[src/rtl/vj_uart_pkg.sv]
// Shared definitions for the virtual-JTAG transmit path: frame layout and
// the data-register shifter state encoding.
package vj_uart_pkg;

   localparam int unsigned DATA_W_DEF = 8;
   localparam int unsigned FRAME_W    = DATA_W_DEF + 1;
   localparam int unsigned VALID_BIT  = 0;

   typedef enum logic {
      IDLE,
      SHIFT
   } tx_state_t;

endpackage

[src/rtl/sync_fifo.sv]
// Single-clock FIFO with registered occupancy count; full/empty derive
// only from the count, so no input reaches them combinationally.
module sync_fifo #(
   parameter int unsigned DEPTH  = 16,
   parameter int unsigned DATA_W = 8
) (
   input  logic                     clk,
   input  logic                     reset,
   input  logic [DATA_W-1:0]        wr_data,
   input  logic                     wr_en,
   input  logic                     rd_en,
   output logic [DATA_W-1:0]        rd_data,
   output logic                     full,
   output logic                     empty,
   output logic [$clog2(DEPTH):0]   count
);

   localparam int unsigned AW = $clog2(DEPTH);
   localparam int unsigned CW = AW + 1;

   logic [DATA_W-1:0] mem [DEPTH];
   logic [AW-1:0]     wr_ptr;
   logic [AW-1:0]     rd_ptr;
   logic              wr_ok;
   logic              rd_ok;

   assign full    = (count == CW'(DEPTH));
   assign empty   = (count == '0);
   assign wr_ok   = wr_en && !full;
   assign rd_ok   = rd_en && !empty;
   assign rd_data = mem[rd_ptr];

   always_ff @(posedge clk) begin
      if (wr_ok && !reset) begin
         mem[wr_ptr] <= wr_data;
      end
   end

   always_ff @(posedge clk) begin
      if (reset) begin
         wr_ptr <= '0;
         rd_ptr <= '0;
         count  <= '0;
      end else begin
         if (wr_ok) wr_ptr <= wr_ptr + 1'b1;
         if (rd_ok) rd_ptr <= rd_ptr + 1'b1;
         case ({wr_ok, rd_ok})
            2'b10:   count <= count + 1'b1;
            2'b01:   count <= count - 1'b1;
            default: count <= count;
         endcase
      end
   end

endmodule

[src/rtl/vjtag_tx_buffer.sv]
// Byte transmit stage: buffers bytes from fsm_app and serializes one
// valid-flagged frame per Capture-DR onto tdo, LSB first.
module vjtag_tx_buffer
   import vj_uart_pkg::*;
#(
   parameter int unsigned DEPTH  = 16,
   parameter int unsigned DATA_W = 8
) (
   input  logic                     clk_i,
   input  logic                     reset_i,
   input  logic [DATA_W-1:0]        wr_data_i,
   input  logic                     wr_en_i,
   output logic                     full_o,
   output logic                     empty_o,
   output logic [$clog2(DEPTH):0]   count_o,
   output logic                     overflow_o,
   input  logic                     capture_i,
   input  logic                     shift_i,
   output logic                     tdo_o,
   output logic                     busy_o
);

   localparam int unsigned FW    = DATA_W + 1;
   localparam int unsigned CNT_W = $clog2(FW + 1);

   logic [DATA_W-1:0] rd_data;
   logic [FW-1:0]     sr;
   logic [FW-1:0]     frame;
   logic [CNT_W-1:0]  bit_cnt;
   tx_state_t         state;
   tx_state_t         state_nxt;

   sync_fifo #(
      .DEPTH  (DEPTH),
      .DATA_W (DATA_W)
   ) u_fifo (
      .clk     (clk_i),
      .reset   (reset_i),
      .wr_data (wr_data_i),
      .wr_en   (wr_en_i),
      .rd_en   (capture_i),
      .rd_data (rd_data),
      .full    (full_o),
      .empty   (empty_o),
      .count   (count_o)
   );

   // An empty capture still produces a frame, with the valid flag clear.
   always_comb begin
      frame = '0;
      if (!empty_o) begin
         frame[FW-1:1]    = rd_data;
         frame[VALID_BIT] = 1'b1;
      end
   end

   always_ff @(posedge clk_i) begin
      if (reset_i) begin
         overflow_o <= 1'b0;
      end else if (wr_en_i && full_o) begin
         overflow_o <= 1'b1;
      end
   end

   always_ff @(posedge clk_i) begin
      if (reset_i) begin
         sr      <= '0;
         bit_cnt <= '0;
      end else if (capture_i) begin
         sr      <= frame;
         bit_cnt <= CNT_W'(FW);
      end else if (shift_i) begin
         sr <= {1'b0, sr[FW-1:1]};
         if (bit_cnt != '0) bit_cnt <= bit_cnt - 1'b1;
      end
   end

   assign tdo_o = sr[0];

   always_ff @(posedge clk_i) begin
      if (reset_i) state <= IDLE;
      else         state <= state_nxt;
   end

   always_comb begin
      state_nxt = state;
      if (capture_i) begin
         state_nxt = SHIFT;
      end else if (shift_i && bit_cnt == CNT_W'(1)) begin
         state_nxt = IDLE;
      end
   end

   always_comb begin
      busy_o = (state == SHIFT);
   end

endmodule

[config.mk]
export PLATFORM = sky130hd
export DESIGN_NAME = vjtag_tx_buffer
export DESIGN_NICKNAME = d
export VERILOG_FILES = /design/src/rtl/vj_uart_pkg.sv /design/src/rtl/sync_fifo.sv /design/src/rtl/vjtag_tx_buffer.sv
export SDC_FILE = /design/constraint.sdc
export NUM_CORES = 1
export LEC_CHECK = 0
export CAP_MARGIN = 40
export CORE_MARGIN = 2
export CORE_UTILIZATION = 46
export DETAILED_ROUTE_END_ITERATION = 8
export PLACE_DENSITY_LB_ADDON = 0.1
export SLEW_MARGIN = 40
export SYNTH_ARGS = -nofsm -noshare
export SYNTH_HDL_FRONTEND = slang
export SYNTH_SLANG_ARGS = --single-unit
[constraint.sdc]
create_clock -name clk_i -period 4.4 [get_ports clk_i]
set_clock_uncertainty 0.15 [all_clocks]
set_input_delay 1.32 -clock clk_i [delete_from_list [all_inputs] [get_ports clk_i]]
set_output_delay 1.32 -clock clk_i [all_outputs]
set_load 0.05 [all_outputs]
==> results.py, run 1 <==
metrics = {
    "route": {
        "via_count": 3493,
        "drtIter0Drc": 185,
        "dr.pass1.iters": 4,
        "wl_per_cell_microns": 19.5,
        "ant_nets": 0,
        "wl_microns": 12600,
        "drc_errors": 0,
        "vias_per_cell": 5.41,
    },
    "sta": {
        "fin_setup_tns_ps": 0,
        "post-route-period-util_pct": 84.6,
        "slew_violations": 0,
        "timing.hold.ws_ps": 333,
        "final_hold_viol_count": 0,
        "grt_setup_unrepaired": "false",
        "setup_viol": 0,
        "maxSlewHeadroom_pct": 60.8,
        "min_period_ps": 3720,
        "fmax_mhz": 268,
        "tightest_slew_ps": 587,
    },
    "critical_path": {
        "cp.required_ps": 2930,
        "cp_max_fo": 7,
        "worst_path_largest_cell_delay_ps": 800,
        "worstSetupPathType": "reg -> out",
        "arrival_ps": 2250,
        "crit_chain": "nor4_4, and2_2, clkdlybuf4s50_1",
        "worstReg2RegStart": "u_fifo.count[1]",
        "crit_slowest_cell": "clkdlybuf4s50_1",
        "startpoint": "u_fifo.count[1]",
        "worstSetupStartpointType": "flip-flop",
        "endpoint_kind": "output pin",
    },
    "logic_synthesis": {
        "synth-compound-area-share_pct": 3.61,
        "synthCells": 410,
        "synth_nets": 432,
        "ys_seq_area_share_pct": 69.3,
        "ys_seq_elements": 160,
        "synth_top_family_by_area": "multiplexers",
        "synth_fa_ha_area_share_pct": 1.74,
        "synth_xor_area_share_pct": 1.49,
        "synth_warnings": 0,
        "synth_edf_count": 128,
        "netlist_area_sq_um": 6470,
        "synthMuxAreaShare_pct": 12.7,
        "ys_async_sr_fraction_pct": 0,
        "synth_cell_types": 38,
        "syn_avg_cell_area_sq_um": 15.8,
        "ys.flop_type": "edfxtp_1",
        "synth_simple_gate_area_share_pct": 8.78,
    },
    "global_route": {
        "overflow": 0,
        "grtUsageTotal_pct": 18.3,
        "grt_max_degree": 33,
        "antenna_found_initial": 0,
        "grt_pass1_vias": 3451,
        "grt_pass1_wl_microns": 19200,
    },
    "clock_network": {
        "h-tree-depth": 4,
        "cts.sinks": 160,
        "cts_buffer_depth": 2,
        "clock_latency_ps": 420,
        "ctsHoldBuffers": 0,
        "post_cts_buffers": 0,
        "cts_tree": "built",
        "clkTransAtPathRegs_ps": 60,
        "clockRootBuffer": "clkbuf_16",
        "cts_buffers": 17,
        "post_cts_resize_count": 0,
    },
    "die": {
        "rows": 43,
        "die_x_microns": 123,
        "coreArea_sq_um": 13800,
        "pin_count": 23,
        "fp.dieH_microns": 123,
        "initial_core_util_pct": 46.8,
        "die-area_sq_um": 15000,
    },
    "place": {
        "gp_congestion": 0.767,
        "place_area_sq_um": 6990,
        "dp_hpwl_microns": 8100,
        "io_buffers": 22,
    },
    "layout": {
        "fin_util_pct": 55.1,
        "nets": 476,
        "area_growth_pct": 17.6,
        "drive_gt1_share_pct": 21.0,
        "final_area_sq_um": 7610,
        "fill_cells": 1077,
        "antenna_cells": 0,
    },
    "power": {
        "power_leakage_uw": 0.00254,
        "ir_drop_uv": 274,
        "total_power_uw": 4270,
        "power_density_nw_per_um2": 561,
    },
    "worst_hold_path": {
        "worstHoldPathType": "reg -> reg",
        "min-delay-start": "overflow_o",
    },
    "run_status": {
        "status": "complete, no violations",
    },
    "job": {
        "cap_violations": 0,
    },
}
-- flip-flops by register name, summed over array words and instances, names as in the netlist, named ones only --
register       count
u_fifo.rd_ptr      4
u_fifo.mem       128
overflow_o         1
sr                 9
u_fifo.count       5
u_fifo.wr_ptr      4
busy_o             1
bit_cnt            4
-- per-stage QoR --
step | worst slack, ps | cells
floorplan | 837 | 410
CTS | 626 | 646
global route | 559 | 646
detailed placement | 470 | 615
global placement | 500 | 615
finish | 675 | 646
-- cell usage in the layout (no fill, tap or decap), types with 2 or more instances in the layout --
cell type | Yosys | routed
a21oi_1 | 19 | 19
and2_2 | 2 | 2
buf_4 | 5 | 22
bufinv_16 | 0 | 5
clkbuf_1 | 7 | 3
clkbuf_16 | 0 | 17
clkdlybuf4s50_1 | 0 | 22
clkinv_2 | 0 | 3
dfxtp_1 | 32 | 29
dfxtp_2 | 0 | 2
edfxtp_1 | 128 | 128
ha_1 | 9 | 9
inv_1 | 15 | 15
inv_6 | 0 | 2
mux2_4 | 2 | 2
mux2i_1 | 6 | 6
mux4_2 | 32 | 32
nand2_1 | 8 | 8
nand2b_1 | 4 | 4
nand3b_1 | 2 | 2
nand4_1 | 2 | 2
nand4b_1 | 3 | 3
nor2_1 | 69 | 69
nor3_1 | 7 | 7
nor3b_1 | 2 | 2
nor4_1 | 7 | 7
o21a_1 | 2 | 2
o22ai_1 | 14 | 14
or2_2 | 3 | 3
xnor2_1 | 4 | 4
xor2_1 | 7 | 7
-- layout make-up --
cell class / instances / area (sq um) / area share, %
clock buffer: 20 / 437 / 5.74
clock inverter: 11 / 186 / 2.45
inverter: 15 / 56.3 / 0.740
multi-input combinational: 216 / 1830 / 24.1
sequential: 160 / 4490 / 59.0
tap: 180 / 225 / 2.96
timing repair buffer: 44 / 385 / 5.06
-- cell families after synthesis --
group / Yosys count
flip-flops: 160
XOR/XNOR: 11
adder cells (fa/ha/maj): 9
buffers and inverters: 34
AO/OA/AOI/OAI: 39
multiplexers: 41
AND/OR/NAND/NOR: 116
-- power by group --
part	leakage, uW	internal (uW)	switching (uW)	total (uW)
clock	0.000306	1000	556	1560
sequential	0.00142	1710	118	1830
combinational	0.000813	391	491	883
-- worst max-delay path, delay by kind of cell (launching register included) --
kind	cells	cell delay, ps
buf+inv	1	800
flops	1	400
simple gates	2	640
-- synthesized netlist by cell type (3+ instances only) --
master      n  area (sq um)
o22ai_1    14          87.6
nor4_1      7          43.8
xnor2_1     4          35.0
nand2_1     8          30.0
nand2b_1    4          25.0
xor2_1      7          61.3
nand4b_1    3          26.3
buf_2       7          35.0
dfxtp_1    32           641
ha_1        9           113
nor3_1      7          35.0
clkbuf_1    7          26.3
buf_4       5          37.5
mux2i_1     6          60.1
inv_1      15          56.3
mux4_2     32           721
nor2_1     69           259
edfxtp_1  128          3840
or2_2       3          18.8
a21oi_1    19          95.1
-- worst paths after layout --
check                          to  slack (ps)  depth (start not counted)
setup / recovery           full_o         680                          3
hold / removal         overflow_o         330                          2
setup reg to reg  u_fifo.count[4]        1590                         11
hold reg to reg        overflow_o         330                          2
-- layer usage --
metal  global-route usage [%]  vias up  share of wire, %
met5                        0        -                 0
met2                     31.0       77                51
li1                         -     1652                 -
met4                     7.26        0               1.4
met3                     4.55       10               5.3
met1                     22.6     1754                42
(Power assumes the default switching activity.)
==> run 2: changes to the inputs <==
- clock period: 4.4 -> 3.9 ns (I/O delays scaled with it)
==> run 2 against run 1 <==
  * Non-clock buffer count grew 1
  * Critical path depth is the same
  * Worst setup slack lost 340 ps
  * Core utilization shrank 0.62 points
==> results.py, run 2 (synthesized netlist as in run 1, its figures left out) <==
metrics = {
    "critical_path": {
        "endpoint_kind": "output pin",
        "r2r_cells": 10,
        "setup.worst_path.end": "full_o",
        "worstReg2RegStart": "u_fifo.count[1]",
        "reg2reg_setup_slack_ps": 1210,
        "worstSetupStartpointType": "flip-flop",
        "cp_max_fo": 7,
        "worstSetupPathType": "reg -> out",
        "arrival_ps": 2240,
        "r2r-end": "u_fifo.count[4]",
        "cp.required_ps": 2580,
        "startpoint": "u_fifo.count[1]",
    },
    "clock_network": {
        "cts_buffers": 17,
        "cts_buffer_depth": 2,
        "clockRootBuffer": "clkbuf_16",
        "ctsHoldBuffers": 0,
        "clock_latency_ps": 420,
        "h-tree-depth": 4,
        "post_cts_buffers": 0,
        "post_cts_resize_count": 0,
        "cts.sinks": 160,
        "clkTransAtPathRegs_ps": 60,
        "cts_tree": "built",
    },
    "die": {
        "coreArea_sq_um": 13800,
        "rows": 43,
        "die_x_microns": 123,
        "die-area_sq_um": 15000,
        "pin_count": 23,
        "fp.dieH_microns": 123,
        "initial_core_util_pct": 46.8,
    },
    "route": {
        "wl_microns": 12800,
        "vias_per_cell": 5.39,
        "via_count": 3492,
        "drc_errors": 0,
        "wl_per_cell_microns": 19.8,
        "dr.pass1.iters": 4,
        "drtIter0Drc": 240,
        "ant_nets": 0,
    },
    "run_status": {
        "status": "complete, no violations",
    },
    "job": {
        "cap_violations": 0,
    },
    "layout": {
        "area_growth_pct": 16.3,
        "reg.largest.list": "u_fifo.mem (128), sr (9), u_fifo.count (5)",
        "final_common_cell": "edfxtp_1",
        "multiInputGateArea_sq_um": 1830,
        "fill_cells": 1118,
        "antenna_cells": 0,
        "ff_latch_area_sq_um": 4490,
        "drive_gt1_share_pct": 21.2,
        "final_area_sq_um": 7530,
        "largest_register_ffs": 128,
        "regMostFlops": "u_fifo.mem",
        "final_cell_mix": "edfxtp_1, nor2_1, mux4_2, dfxtp_1, buf_4",
        "nets": 477,
    },
    "global_route": {
        "grt_pass1_wl_microns": 19700,
        "grt_pass1_vias": 3508,
        "grt_max_degree": 33,
        "antenna_found_initial": 0,
        "grtUsageTotal_pct": 18.6,
        "overflow": 0,
    },
    "power": {
        "total_power_uw": 4560,
        "ir_drop_uv": 275,
        "power_leakage_uw": 0.00251,
        "intPower_uw": 3260,
        "pwr-share-clk_pct": 32.7,
        "p_comb_share_pct": 22.4,
        "seq_power_share_pct": 44.9,
        "p_sw_share_pct": 28.6,
        "power_switching_uw": 1300,
        "power_density_nw_per_um2": 606,
    },
    "sta": {
        "setup_viol": 0,
        "fin_setup_tns_ps": 0,
        "fmax_mhz": 281,
        "post-route-period-util_pct": 91.3,
        "grt_setup_unrepaired": "false",
        "min_period_ps": 3560,
        "slew_violations": 0,
        "tightest_slew_ps": 646,
        "maxSlewHeadroom_pct": 56.9,
        "final_hold_viol_count": 0,
    },
    "place": {
        "gp_congestion": 0.797,
        "dp_hpwl_microns": 7970,
        "io_buffers": 22,
        "place_area_sq_um": 6990,
    },
    "worst_hold_path": {
        "worstHoldPathType": "reg -> reg",
    },
}
run 2: worst min path at each step:
stage | from | depth (start not counted) | slack (ps) | end
2_1_floorplan | sr[1] | 2 | 320 | sr[1]
3_3_place_gp | overflow_o | 2 | 320 | overflow_o
3_5_place_dp | overflow_o | 2 | 310 | overflow_o
4_1_cts | overflow_o | 2 | 330 | overflow_o
5_1_grt | sr[7] | 2 | 370 | sr[7]
6_report | overflow_o | 2 | 330 | overflow_o
run 2: routing by layer:
metal | GRT usage, % | part of all wire (%) | vias to the layer above
met1 | 24.7 | 46 | 1785
met2 | 29.8 | 50 | 59
met4 | 7.33 | 1.1 | 0
met5 | 0 | 0 | -
met3 | 4.46 | 2.9 | 6
li1 | - | - | 1642
run 2: critical path, stage by stage (launching register included):
cell,delay (ps)
dfxtp_1,400
nor4_4,410
and2_2,220
clkdlybuf4s50_1,790
run 2: final cells by class:
class	count	area share, %
Timing Repair Buffer	45	5.22
Clock inverter	7	0.482
Tap cell	180	2.99
Sequential cell	160	59.6
Clock buffer	25	6.61
Multi-Input combinational cell	216	24.3
Inverter	15	0.748
run 2: power by group through the flow:
stage	logic [uW]	registers, uW	clock network [uW]
3_3_place_gp	1020	2080	0
5_1_grt	1110	2070	1590
6_report	1020	2050	1490
4_1_cts	1040	2050	1520
2_1_floorplan	706	2120	0
3_5_place_dp	1030	2090	0
run 2: through the flow:
stage | std cells | hold WS (ps) | setup slack [ps] | utilization, %
2_1_floorplan | 410 | 317 | 487 | -
3_3_place_gp | 616 | 317 | 311 | 50.6
3_5_place_dp | 616 | 313 | 268 | 50.6
4_1_cts | 648 | 328 | 307 | 54.4
5_1_grt | 648 | 367 | 223 | 54.4
6_report | 648 | 326 | 339 | 54.4
